<file path="config.mk">
export PLATFORM = sky130hd
export DESIGN_NAME = max_unpool
export DESIGN_NICKNAME = d
export VERILOG_FILES = /design/src/rtl/pool_pkg.sv /design/src/rtl/unpool_row_buf.sv /design/src/rtl/max_unpool.sv
export SDC_FILE = /design/constraint.sdc
export NUM_CORES = 1
export LEC_CHECK = 0
export BUFFER_PORTS_ARGS = -buffer_cell sky130_fd_sc_hd__buf_4
export CAP_MARGIN = 5
export CORE_MARGIN = 2
export CORE_UTILIZATION = 59
export DETAILED_ROUTE_END_ITERATION = 16
export PLACE_DENSITY = 0.91
export SYNTH_ARGS = -nofsm -noshare
export SYNTH_HDL_FRONTEND = slang
export SYNTH_SLANG_ARGS = --single-unit
export TNS_END_PERCENT = 50
</file>
<file path="constraint.sdc">
create_clock -name clk -period 3.77 [get_ports clk]
set_input_delay 0.1885 -clock clk [delete_from_list [all_inputs] [get_ports clk]]
set_output_delay 0.1885 -clock clk [all_outputs]
set_load 0.02 [all_outputs]
</file>
<file path="src/rtl/pool_pkg.sv">
// Definitions shared between the max-pool and max-unpool stages.
package pool_pkg;

    localparam int CTRL_EN_BIT = 6;
    localparam int CTRL_W_MSB  = 5;
    localparam int POOL_MAX_W  = 64;

    typedef enum logic {
        ROW_A,
        ROW_B
    } state_e;

    // Row width field encodes 64 as 0, so the 6-bit wrap of w-1 yields 63.
    function automatic logic [CTRL_W_MSB:0] pool_last_col(input logic [CTRL_W_MSB:0] w);
        return w - 1'b1;
    endfunction

endpackage

</file>
<file path="src/rtl/unpool_row_buf.sv">
// Row buffer: POOL_MAX_W entries, synchronous write, asynchronous read, no reset.
module unpool_row_buf
    import pool_pkg::*;
#(
    parameter int BW = 48
) (
    input  logic                          clk,
    input  logic                          we_i,
    input  logic [$clog2(POOL_MAX_W)-1:0] waddr_i,
    input  logic [BW-1:0]                 wdata_i,
    input  logic [$clog2(POOL_MAX_W)-1:0] raddr_i,
    output logic [BW-1:0]                 rdata_o
);

    logic [BW-1:0] mem_q [POOL_MAX_W];

    always_ff @(posedge clk) begin
        if (we_i) begin
            mem_q[waddr_i] <= wdata_i;
        end
    end

    assign rdata_o = mem_q[raddr_i];

endmodule

</file>
<file path="src/rtl/max_unpool.sv">
// Nearest-neighbour 2x2 upsampler with bypass; define MAX_UNPOOL_VDUP_EN for
// vertical duplication (row buffer + ROW_B), otherwise horizontal 1x2 only.
module max_unpool
    import pool_pkg::*;
#(
    parameter int DW = 8,
    parameter int DN = 6
) (
    input  logic                   clk,
    input  logic                   rst_n,
    input  logic [DN*DW-1:0]       m_data,
    input  logic                   m_valid,
    output logic                   m_ready,
    input  logic [CTRL_EN_BIT:0]   m_ctrl,
    output logic [DN*DW-1:0]       s_data,
    output logic                   s_valid,
    input  logic                   s_ready
);

    localparam int BW = DN * DW;

    state_e                state_q, state_d;
    logic [CTRL_W_MSB:0]   col_q, col_d;
    logic                  phase_q, phase_d;
    logic [BW-1:0]         hold_q, hold_d;
    logic [BW-1:0]         s_data_q, s_data_d;
    logic                  s_valid_q, s_valid_d;
    logic                  en_q, en_d;
    logic [CTRL_W_MSB:0]   w_q, w_d;
    logic                  run_q;

    logic                  slot_free;
    logic                  boundary;
    logic                  cur_en;
    logic                  load;
    logic [CTRL_W_MSB:0]   last_col;

`ifdef MAX_UNPOOL_VDUP_EN
    logic                  buf_we;
    logic [BW-1:0]         buf_rdata;

    unpool_row_buf #(.BW(BW)) u_row_buf (
        .clk     (clk),
        .we_i    (buf_we),
        .waddr_i (col_q),
        .wdata_i (m_data),
        .raddr_i (col_q),
        .rdata_o (buf_rdata)
    );
`endif

    always_comb begin
        state_d  = state_q;
        col_d    = col_q;
        phase_d  = phase_q;
        hold_d   = hold_q;
        s_data_d = s_data_q;
        en_d     = en_q;
        w_d      = w_q;
        load     = 1'b0;
        m_ready  = 1'b0;
`ifdef MAX_UNPOOL_VDUP_EN
        buf_we   = 1'b0;
`endif

        slot_free = !s_valid_q || s_ready;
        boundary  = (state_q == ROW_A) && (col_q == '0) && !phase_q;

        // Control is live at the row-pair boundary and frozen everywhere else.
        if (boundary) begin
            en_d = m_ctrl[CTRL_EN_BIT];
            w_d  = m_ctrl[CTRL_W_MSB:0];
        end
        cur_en   = en_d;
        last_col = pool_last_col(w_d);

        if (run_q) begin
            if (!cur_en) begin
                m_ready = slot_free;
                if (m_valid && slot_free) begin
                    load     = 1'b1;
                    s_data_d = m_data;
                end
            end else begin
                unique case (state_q)
                    ROW_A: begin
                        if (!phase_q) begin
                            m_ready = slot_free;
                            if (m_valid && slot_free) begin
                                load     = 1'b1;
                                s_data_d = m_data;
                                hold_d   = m_data;
                                phase_d  = 1'b1;
`ifdef MAX_UNPOOL_VDUP_EN
                                buf_we   = 1'b1;
`endif
                            end
                        end else if (slot_free) begin
                            load     = 1'b1;
                            s_data_d = hold_q;
                            phase_d  = 1'b0;
                            if (col_q == last_col) begin
                                col_d = '0;
`ifdef MAX_UNPOOL_VDUP_EN
                                state_d = ROW_B;
`endif
                            end else begin
                                col_d = col_q + 1'b1;
                            end
                        end
                    end
                    ROW_B: begin
`ifdef MAX_UNPOOL_VDUP_EN
                        if (slot_free) begin
                            load     = 1'b1;
                            s_data_d = buf_rdata;
                            phase_d  = !phase_q;
                            if (phase_q) begin
                                if (col_q == last_col) begin
                                    col_d   = '0;
                                    state_d = ROW_A;
                                end else begin
                                    col_d = col_q + 1'b1;
                                end
                            end
                        end
`else
                        state_d = ROW_A;
`endif
                    end
                    default: state_d = ROW_A;
                endcase
            end
        end

        s_valid_d = load ? 1'b1 : (s_ready ? 1'b0 : s_valid_q);
    end

    always_ff @(posedge clk or negedge rst_n) begin
        if (!rst_n) begin
            state_q   <= ROW_A;
            col_q     <= '0;
            phase_q   <= 1'b0;
            hold_q    <= '0;
            s_data_q  <= '0;
            s_valid_q <= 1'b0;
            en_q      <= 1'b0;
            w_q       <= '0;
            run_q     <= 1'b0;
        end else begin
            state_q   <= state_d;
            col_q     <= col_d;
            phase_q   <= phase_d;
            hold_q    <= hold_d;
            s_data_q  <= s_data_d;
            s_valid_q <= s_valid_d;
            en_q      <= en_d;
            w_q       <= w_d;
            run_q     <= 1'b1;
        end
    end

    assign s_data  = s_data_q;
    assign s_valid = s_valid_q;

endmodule

</file>
; Word level (Yosys, flattened, before mapping)
; Index checks and enable logic that the tools add are counted.
[totals]
out_inout_bits = 50
rom_bits = 0
memories = 0
elab_cells = 43
latchBits = 0
inputBits = 59
ram_bits = 0
regBits = 112
[op_classes]
addsub = 2
multipliers = 0
n_lt_le_gt_ge = 0
n_div = 0
eq_ne = 2
reduce_logical = 11
mux = 19
n_shift = 0
n_bitwise = 1
[op_table]
columns = operator, count
row1 = $mux W48, 4
row2 = $mux W1, 13
row3 = $mux W6, 2
row4 = $reduce_and A4 Y1, 2
row5 = $add A6 B1 Y6 const B, 1
row6 = $eq A6 B6 Y1, 1
row7 = $logic_not A6 Y1, 1
row8 = $sub A6 B1 Y6 const B, 1
row9 = $reduce_and A2 Y1, 2
row10 = $ne A3 B2 Y1 const B, 1
row11 = $logic_and A1 B1 Y1, 2
row12 = $logic_not A1 Y1, 2
row13 = $reduce_bool A2 Y1, 1
row14 = $logic_or A1 B1 Y1, 1
row15 = $not A1 Y1, 1

; Depth between registers and ports, before layout
[depth]
depth_word = 8
depth_mapped = 12
mapped_depth_nobuf = 9

; Worst setup path after synthesis
; Ideal clock, no wire load.
[synth_timing]
path_kind = register to register
startpoint = register col_q[0]
endpoint = register hold_q[0]
stages_incl_launch_ff = 13
setup_slack_ns = 1.336
setup_ns = 0.125
arrival_time_ns = 2.309
t_required_ns = 3.645
path_cell_list = dfrtp_1 -> inv_1 -> ha_1 -> nor2b_1 -> buf_1 -> nand2_4 -> mux2_4 -> nor2b_4 -> nand2_4 -> nor2_2 -> buf_6 -> buf_6 -> mux2_4
[synth_between]
elab_chain_len = 4
[synth_rtl]
columns = element, line
row1 = start: declaration, max_unpool.sv:23  ; logic [CTRL_W_MSB:0] col_q, col_d;
row2 = start signal: assignment, max_unpool.sv:152  ; col_q <= col_d;
row3 = $logic_not A6 Y1, max_unpool.sv:67  ; boundary = (state_q == ROW_A) && (col_q == '0) && !phase_q;
row4 = $logic_and A1 B1 Y1, max_unpool.sv:67
row5 = $mux W1, max_unpool.sv:70  ; if (boundary) begin
row6 = named net cur_en, max_unpool.sv:34  ; logic cur_en;
row7 = $reduce_and A4 Y1 (no source line), n/a
row8 = end signal: assignment, max_unpool.sv:154  ; hold_q <= hold_d;
row9 = end: declaration, max_unpool.sv:25  ; logic [BW-1:0] hold_q, hold_d;
; The timed path passes the listed nets, and every way through them passes these cells.
; A chain may end at the register's enable or synchronous reset.

; Final worst setup path
[layout_timing]
startpoint = register col_q[0]
endpoint = register hold_q[32]
; Same word-level chain as after synthesis.

==> qor.yml <==
detailed_routing:
  wl_per_cell_um: 19.0
  vias: 4160
  wirelength_mm: 12.9
  drt_first_pass_iters: 4
  avgViaCountPerCell: 6.14
  drtAntennaViolNets: 0
  drc: 0
  drtIter0Drc: 204
logic_synthesis:
  yosysUniqueCellTypes: 51
  yosysMostFrequentCell: "dfrtp_1"
  syn_inst: 467
  synth.top_cell.area_share_pct: 52.3
  synth-seq-area-share_pct: 52.3
  synth_edf_count: 0
  synth_common_cells: "112 x dfrtp_1, 65 x mux2_2, 53 x nor2_1"
  synth_area_leader_cell: "dfrtp_1"
  synth_area_leaders: "dfrtp_1 52%, mux2_2 14%, mux2_4 5.9%, o22ai_1 5.6%, a21oi_1 4.8%"
  synthesis.area_sq_um: 5360
  syn_nets: 528
  ys_ff_latch: 112
  synth_warnings: 0
  synth-main-ff-cell: "dfrtp_1"
  synth_area_per_cell_sq_um: 11.5
  synth_async_sr_flop_share_pct: 100
setup_path:
  critical_path_class: "reg -> reg"
  critPathLaunchType: "register"
  cpPeakStageDelay_ns: 0.53
  worst-path-max-fanout: 27
  critPathArrivalTime_ns: 3.13
  startpoint: "col_q[0]"
  crit_path_end_kind: "register"
  worstPathRequired_ns: 4.04
  crit_slowest_cell: "nor2b_1"
  crit_chain: "inv_1 > ha_1 > nor2b_1 > nand2_4 > mux2_4 > nor2b_4 > nand2_4 > nor2_4 > buf_4 > mux2_2"
  path_common_cell: "nand2_4"
  r2r_start: "col_q[0]"
timing:
  max_freq_mhz: 349
  fin_crit_sh_pct: 75.9
  worstMarginPinSlew_ns: 1.03
  setup_viol: 0
  finalHoldViolCount: 30
  hold_ws_ns: -0.0203
  finClkSkew_ns: 0.0124
  fin_crit_ns: 2.86
  slew_viol_final: 0
  setup_tns_ns: 0
  max_slew_margin_pct: 31.6
  rsz0062_at_grt: "false"
placed_design:
  gp_congestion: 0.825
  post-dp-hpwl_mm: 8.54
  port-buffer-count: 108
clock_network:
  path_clk_slew_ns: 0.10
  cts_buffers: 9
  clock-sinks: 112
  ctsRootBufferMaster: "clkbuf_8"
  tritoncts: "built"
  clock_path_buffers: 2
  insertion_delay_ns: 0.38
  hold_buffers: 0
  cts_resized: 0
  cts_setup_buffers: 0
  htreeDepth: 3
global_routing:
  first_global_vias: 4247
  grt_use_total_pct: 27.0
  grt_pass1_wl_mm: 21.1
  grt_start_max_net_pins: 83
  overflow: 0
  antenna_found_initial: 0
status:
  status: "finished with violations"
  violations: "hold timing"
floorplanning:
  fp.dieH_um: 99.3
  ioPinCount: 109
  start_util_pct: 61.2
  fp.dieW_um: 99.3
  dieArea_sq_um: 9860
  num_rows: 34
  coreArea_sq_um: 8760
final_layout:
  layout-drive-gt1-share_pct: 41.1
  num-fill-cells: 588
  diodes: 0
  nets: 625
  multi_input_area_sq_um: 2400
  area_growth_syn_to_layout_pct: 20.1
  seq_area_sq_um: 2800
pwr:
  cellLeakagePower_nw: 2.87
  total_power_mw: 5.39
  powerDensity_nw_per_um2: 836
  ir_worst_vdd_uv: 443
job:
  drv_cap: 0
min_path:
  hp-class: "in -> async"
-- flip-flops by register name, summed over array words and instances, names as in the netlist --
name / count
run_q: 1
s_valid: 1
phase_q: 1
w_q: 6
col_q: 6
s_data: 48
en_q: 1
hold_q: 48
-- cells in the final DEF, fill, tap and decap left out, drive strengths merged, types with 2 or more instances in the layout --
cell,netlist,routed
nor2b,2,2
a211o,3,3
nor2,54,54
a21boi,2,2
nand3,4,4
nand2b,3,3
nor3,9,9
and3,6,6
inv,6,9
a21oi,51,51
o21ai,11,11
a22oi,2,2
mux2,86,86
dfrtp,112,112
clkbuf,22,11
and4,2,2
o211a,2,2
mux2i,3,3
nand2,10,10
o22ai,48,48
buf,9,117
and2,2,2
ha,2,2
-- power by group --
group          total (mW)  leakage, nW  switching [mW]  internal, mW
Combinational        2.43         1.47            1.23          1.20
Sequential           2.20         1.30           0.426          1.78
Clock               0.752        0.105           0.419         0.333
-- stage by stage --
step	utilization, %	instances	cell area (sq um)	setup slack, ns	hold WS, ns
after floorplan	-	467	5360	1.34	-0.107
after global placement	71.2	661	6240	1.05	0.411
after CTS	73.5	677	6440	0.946	0.00784
final	73.5	677	6440	0.908	-0.0203
after detailed placement	71.2	661	6240	0.942	0.420
after global routing	73.5	677	6440	0.763	0.0312
-- kinds of logic (layout without fill, tap and decap cells) --
| logic type | Yosys count | count (layout) | share of synthesized area (%) |
|---|---|---|---|
| AOI/OAI and AO/OA | 127 | 127 | 14.2 |
| DFF | 112 | 112 | 52.3 |
| and+or+nand+nor | 98 | 98 | 9.59 |
| muxes | 89 | 89 | 20.1 |
| buffers and inverters | 37 | 139 | 3.13 |
| adders and majority gates | 2 | 2 | 0.467 |
| other | 1 | 1 | 0.0700 |
| xor gates and xnor gates | 1 | 1 | 0.163 |
-- final cells by class --
cell class	instances	area share (%)
Clock inverter	5	0.952
Sequential cell	112	43.5
Timing Repair Buffer	117	13.6
Inverter	6	0.350
Multi-Input combinational cell	318	37.2
Clock buffer	11	2.20
Tap cell	108	2.10
-- worst max-delay path, delay by kind of cell, from the launching register on --
family / cells / cell delay, ns
DFF: 1 / 0.46
buffers and inverters: 2 / 0.48
adders and majority gates: 1 / 0.16
and+or+nand+nor: 5 / 1.02
muxes: 2 / 0.64
-- layer usage --
layer / vias to the layer above / global-route usage (%) / wire length, um
met5: - / 0 / 0
met1: 2097 / 36.8 / 5560
met4: 0 / 6.32 / 131
met2: 153 / 42.9 / 6230
li1: 1898 / - / -
met3: 12 / 8.22 / 948
-- final timing paths --
path / cells after the start / slack [ns] / to
setup / recovery: 10 / 0.91 / hold_q[32]
max in group asynchronous: 2 / 2.97 / s_data[26]
setup reg to reg: 10 / 0.91 / hold_q[32]
min in group clk: 2 / 0.04 / hold_q[22]
hold reg to reg: 2 / 0.52 / w_q[3]
hold / removal: 1 / -0.02 / w_q[3]
Note: power is estimated with default switching activity, not from simulation.
